<file path="config.mk">
export PLATFORM = sky130hd
export DESIGN_NAME = reg_file_sb
export DESIGN_NICKNAME = d
export VERILOG_FILES = /design/src/rtl/reg_file_sb_pkg.sv /design/src/rtl/reg_file_sb_scoreboard.sv /design/src/rtl/reg_file_sb.sv
export SDC_FILE = /design/constraint.sdc
export NUM_CORES = 2
export LEC_CHECK = 0
export ABC_AREA = 1
export CAP_MARGIN = 30
export CORE_ASPECT_RATIO = 2
export CORE_MARGIN = 2
export CORE_UTILIZATION = 40
export CTS_BUF_LIST = sky130_fd_sc_hd__clkbuf_4
export DETAILED_ROUTE_END_ITERATION = 10
export MAX_ROUTING_LAYER = met4
export PLACE_DENSITY = 0.54
export SLEW_MARGIN = 20
export SYNTH_ARGS = -nofsm -noshare
export SYNTH_HDL_FRONTEND = slang
export SYNTH_SLANG_ARGS = --single-unit
</file>
<file path="constraint.sdc">
create_clock -name clk -period 40 [get_ports clk]
set_input_delay 12 -clock clk [delete_from_list [all_inputs] [get_ports clk]]
set_output_delay 12 -clock clk [all_outputs]
set_load 0.02 [all_outputs]
</file>
<file path="src/rtl/reg_file_sb_pkg.sv">
// reg_file_sb_pkg: shared defaults and helpers for the scoreboarded register file.
//   DATA_W_DEF / NREGS_DEF : default register width and register count
//   ZERO_REG               : index of the hard-wired zero register
//   port_lsb()             : LSB offset of port k inside a packed multi-port bus
package reg_file_sb_pkg;

  localparam int unsigned DATA_W_DEF = 32;
  localparam int unsigned NREGS_DEF  = 32;
  localparam int unsigned ZERO_REG   = 0;

  // Offset of slice 'port' in a bus packed as {port N-1, ..., port 0}
  function automatic int unsigned port_lsb(input int unsigned port, input int unsigned width);
    return port * width;
  endfunction

endpackage

</file>
<file path="src/rtl/reg_file_sb_scoreboard.sv">
// rf_scoreboard: per-register pending bits for outstanding long-latency producers.
//   clk, rst           : clock, async active-high reset
//   we, wr_clr, wr_addr: writeback; we && wr_clr retires the producer of wr_addr
//   issue_valid/addr   : request to mark issue_addr pending
//   flush              : clear every pending bit (wins over a same-cycle issue)
//   issue_ready        : issue can be accepted this cycle
//   pending            : registered pending vector (bit 0 never set)
//   pending_cnt        : registered popcount of pending
module rf_scoreboard
  import reg_file_sb_pkg::*;
#(
  parameter  int unsigned NREGS  = NREGS_DEF,
  localparam int unsigned ADDR_W = $clog2(NREGS),
  localparam int unsigned CNT_W  = ADDR_W + 1
) (
  input  logic              clk,
  input  logic              rst,
  input  logic              we,
  input  logic              wr_clr,
  input  logic [ADDR_W-1:0] wr_addr,
  input  logic              issue_valid,
  input  logic [ADDR_W-1:0] issue_addr,
  input  logic              flush,
  output logic              issue_ready,
  output logic [NREGS-1:0]  pending,
  output logic [CNT_W-1:0]  pending_cnt
);

  logic [NREGS-1:0] r_pending;
  logic [CNT_W-1:0] r_cnt;
  logic [NREGS-1:0] w_pending_nxt;
  logic [CNT_W-1:0] w_cnt_nxt;
  logic             w_clr_hit;
  logic             w_issue_fire;

  // A retiring writeback frees its register for a same-cycle re-issue
  assign w_clr_hit    = we && wr_clr && (wr_addr != ADDR_W'(ZERO_REG));
  assign issue_ready  = !r_pending[issue_addr] || (w_clr_hit && (wr_addr == issue_addr));
  assign w_issue_fire = issue_valid && issue_ready && (issue_addr != ADDR_W'(ZERO_REG));

  // Next pending vector: clear, then set (set wins), then flush overrides all
  always_comb begin
    w_pending_nxt = r_pending;
    if (w_clr_hit)    w_pending_nxt[wr_addr]    = 1'b0;
    if (w_issue_fire) w_pending_nxt[issue_addr] = 1'b1;
    if (flush)        w_pending_nxt             = '0;
    w_pending_nxt[ZERO_REG] = 1'b0;
  end

  // Popcount of the next vector so the count tracks the bits on the same edge
  always_comb begin
    w_cnt_nxt = '0;
    for (int i = 0; i < int'(NREGS); i++) begin
      w_cnt_nxt = w_cnt_nxt + CNT_W'(w_pending_nxt[i]);
    end
  end

  always_ff @(posedge clk or posedge rst) begin
    if (rst) begin
      r_pending <= '0;
      r_cnt     <= '0;
    end else begin
      r_pending <= w_pending_nxt;
      r_cnt     <= w_cnt_nxt;
    end
  end

  assign pending     = r_pending;
  assign pending_cnt = r_cnt;

endmodule

</file>
<file path="src/rtl/reg_file_sb.sv">
// reg_file_sb: NREAD-read / 1-write register file with a RAW-hazard scoreboard.
//   clk, rst                  : clock, async active-high reset
//   rd_addr / rd_data         : packed read indices / combinational read data
//   rd_ready                  : per-port operand not pending
//   we, wr_addr, wr_data      : writeback port
//   wr_clr                    : writeback retires a scoreboarded producer
//   issue_valid/addr, issue_ready : mark a long-latency destination pending
//   flush                     : clear all pending bits
//   pending_cnt               : number of pending registers
// Optional macro RF_BYPASS_EN: forward same-cycle writeback data/ready to reads.
module reg_file_sb
  import reg_file_sb_pkg::*;
#(
  parameter  int unsigned DATA_W = DATA_W_DEF,
  parameter  int unsigned NREGS  = NREGS_DEF,
  parameter  int unsigned NREAD  = 2,
  localparam int unsigned ADDR_W = $clog2(NREGS)
) (
  input  logic                    clk,
  input  logic                    rst,
  input  logic [NREAD*ADDR_W-1:0] rd_addr,
  output logic [NREAD*DATA_W-1:0] rd_data,
  output logic [NREAD-1:0]        rd_ready,
  input  logic                    we,
  input  logic [ADDR_W-1:0]       wr_addr,
  input  logic [DATA_W-1:0]       wr_data,
  input  logic                    wr_clr,
  input  logic                    issue_valid,
  input  logic [ADDR_W-1:0]       issue_addr,
  output logic                    issue_ready,
  input  logic                    flush,
  output logic [ADDR_W:0]         pending_cnt
);

  logic [DATA_W-1:0] r_regs [NREGS];
  logic [NREGS-1:0]  w_pending;
  logic              w_wr_en;

  assign w_wr_en = we && (wr_addr != ADDR_W'(ZERO_REG));

  // Storage; register 0 is never written so it stays at its reset value of 0
  always_ff @(posedge clk or posedge rst) begin
    if (rst) begin
      for (int i = 0; i < int'(NREGS); i++) r_regs[i] <= '0;
    end else if (w_wr_en) begin
      r_regs[wr_addr] <= wr_data;
    end
  end

  rf_scoreboard #(.NREGS(NREGS)) u_sb (
    .clk         (clk),
    .rst         (rst),
    .we          (we),
    .wr_clr      (wr_clr),
    .wr_addr     (wr_addr),
    .issue_valid (issue_valid),
    .issue_addr  (issue_addr),
    .flush       (flush),
    .issue_ready (issue_ready),
    .pending     (w_pending),
    .pending_cnt (pending_cnt)
  );

  // Per-port read mux and optional writeback bypass
  for (genvar k = 0; k < int'(NREAD); k++) begin : g_rd
    logic [ADDR_W-1:0] w_addr;
    logic [DATA_W-1:0] w_data;
    logic              w_rdy;

    assign w_addr = rd_addr[port_lsb(k, ADDR_W) +: ADDR_W];

    always_comb begin
      w_data = r_regs[w_addr];
      w_rdy  = !w_pending[w_addr];
`ifdef RF_BYPASS_EN
      if (w_wr_en && (wr_addr == w_addr)) begin
        w_data = wr_data;
        if (wr_clr) w_rdy = 1'b1;
      end
`endif
    end

    assign rd_data[port_lsb(k, DATA_W) +: DATA_W] = w_data;
    assign rd_ready[k]                            = w_rdy;
  end

endmodule

</file>
==> out/metrics.cfg <==
[outcome]
status = completed

[layout]
nFillCells = 14723
fin_cells = 9475
syn2layout_area_growth_pct = 8.78
final_nets = 7484
fin_util = 0.437
final_cell_mix = o21ai_0, nor2_1, nand2_1, dfrtp_1, a21oi_1
drive_gt1_frac = 0.0763
final_common_cell = o21ai_0

[global_routing]
grt_max_degree = 224
grt_remaining_overflow = 0
grt_use_total = 0.347
grt_pass1_vias = 56275
antenna_found_initial = 17
grt_pass1_wl_um = 372000

[setup_path]
start_kind = primary input
rrSetupSlack_ns = 33.37
cp.arrival_ns = 17.14
ff2ff_path_depth = 26
crit_type = in -> out
cp-startpoint = rd_addr[1]
end_kind = output port
crit_path_end = rd_data[17]
reg2reg_to = u_sb.pending_cnt[4]
cp_slowest_cell = buf_4
cp.required_ns = 28.00
critPathMaxFanout = 130
r2r_start = u_sb.pending[28]
worst_path_largest_cell_delay_ns = 0.88
path_cells = clkbuf_8 > inv_8 > buf_4 > buf_4 > o21ai_0 > o221ai_1 > nand3_1 > nand2_1 > nor2_1 > a21oi_1 > clkdlybuf4s50_1
path_common_cell = buf_4

[synth]
ys_types = 36
syn_area_um2 = 57700
yosysWarnings = 0
synth_edf_count = 0
async_flop_share = 1.00
ys.flop_type = dfrtp_1
ys_seq_area_frac = 0.460
syn_nets = 7737
synth_seq_cells = 1061
netlist_instances = 7647
synth_area_per_cell_um2 = 7.55

[clocking]
cts_setup_buffers = 0
cts_resized = 0
cts_tree = built
clk-insertion-delay-late_ns = 1.16
cts_sinks = 1061
cts_root_buf = clkbuf_4
cts_hold_buf = 0
cts_max_level = 5
clkSlewWorstSetupHoldPaths_ns = 0.07
cts_max_path_buffers = 4
numCtsBuffers = 273

[job]
drv_cap = 0

[timing]
setup_ws_ns = 10.86
period_minus_slack_ns = 29.14
setup-violations-final = 0
clock_skew_ns = 0.0412
worst_pin_slew_ns = 1.08
min_period_over_period = 0.728
slew_headroom = 0.277
setup_tns_ns = 0
hold_viol = 0
slew_violations = 0
grt_setup_unrepaired = false
fmax_ghz = 0.0343

[route]
vias_per_cell = 6.17
wl_um = 253000
drtIter0Drc = 6624
drc = 0
drtPass1Iterations = 8
num_vias = 58433
postRouteAntennaNets = 0
wire_per_inst_um = 26.7

[pwr]
max-vdd-ir-drop_mv = 0.0214
total_leakage_power_nw = 27.0
cellPowerDensity_nw_per_um2 = 47.1

[placed_design]
gp_congestion = 0.947
hpwl_um = 139000
preCtsSetupSlack_ns = 11.03
dp.cells = 9003
placement.io_buffers = 130

[floorplanning]
num_rows = 197
die_area_um2 = 148000
die_x_um = 273
die_h_um = 541
pin_count = 131
core_um2 = 144000
start_util = 0.402

[hold_path]
hold_path_class = reg -> reg

==> final cells by class <==
cell class              instances  area (um^2)  area share
diodes                         19         47.5    0.000757
clock buffers                 370         2780      0.0442
clock inverters                77          450     0.00717
inverters                     247          980      0.0156
multi-input cells            5562        27200       0.433
flip-flops and latches       1061        26600       0.423
well taps                    1890         2360      0.0377
repair buffers                249         2460      0.0392
==> cell families (layout without fill, tap and decap cells) <==
kind of cell,after synthesis,count (layout),share of synthesized area
XOR/XNOR,7,7,0.00106
adder cells (fa/ha/maj),32,32,0.00993
AO/OA/AOI/OAI,3014,3014,0.287
buffers and inverters,1024,943,0.0719
AND/OR/NAND/NOR,2509,2509,0.170
flip-flops,1061,1061,0.460
other,0,19,0
==> worst min path at each step <==
| stage | start | to | slack, ns | cells after the start |
|---|---|---|---|---|
| floorplan | r_regs[1000] | r_regs[1000] | 0.45 | 1 |
| global placement | r_regs[1013] | r_regs[1013] | 0.39 | 0 |
| detailed placement | r_regs[1022] | r_regs[1022] | 0.39 | 0 |
| CTS | r_regs[1022] | r_regs[1022] | 0.41 | 0 |
| global route | r_regs[1022] | r_regs[1022] | 0.41 | 0 |
| finish | r_regs[1022] | r_regs[1022] | 0.40 | 0 |
==> sequential cells by signal (all words and copies together) (netlist names) <==
name,flops
r_regs,1024
u_sb.pending,31
u_sb.pending_cnt,6
==> metrics by stage <==
stage | instance area, um^2 | hold WS (ns) | total power (W)
floorplan | 57700 | 0.452 | 0.00181
global placement | 59300 | 0.388 | 0.00200
detailed placement | 59400 | 0.390 | 0.00202
CTS | 62600 | 0.406 | 0.00297
global route | 62800 | 0.411 | 0.00313
finish | 62800 | 0.404 | 0.00296
==> cells in the mapped netlist, drive strengths merged (40+ instances only) <==
library cell / count / area share
o22ai: 47 / 0.0051
o211ai: 101 / 0.013
o221ai: 285 / 0.043
nand2: 1111 / 0.072
dfrtp: 1061 / 0.46
a31oi: 59 / 0.0064
nand4: 40 / 0.0043
a21oi: 522 / 0.045
clkbuf: 534 / 0.035
inv: 228 / 0.015
nor2: 1169 / 0.076
buf: 243 / 0.021
o21ai: 1980 / 0.17
nand3: 177 / 0.015
==> worst max-delay path: cells and delay by family <==
kind / cells / cell delay [ns]
AOI/OAI and AO/OA: 3 / 1.17
and+or+nand+nor: 3 / 0.25
buffers and inverters: 5 / 3.53
==> power by group <==
| group | internal (W) | switching [W] |
|---|---|---|
| logic | 0.000208 | 0.000375 |
| clock network | 0.000465 | 0.000483 |
| registers | 0.00127 | 0.000152 |
| total | 0.00195 | 0.00101 |
==> metal layers <==
layer	global-route usage	wire (um)	vias up
met4	0.215	16300	0
li1	-	-	25905
met5	-	0	-
met2	0.554	120000	3232
met1	0.408	95700	28448
met3	0.0574	20700	848
(Power assumes the default switching activity.)
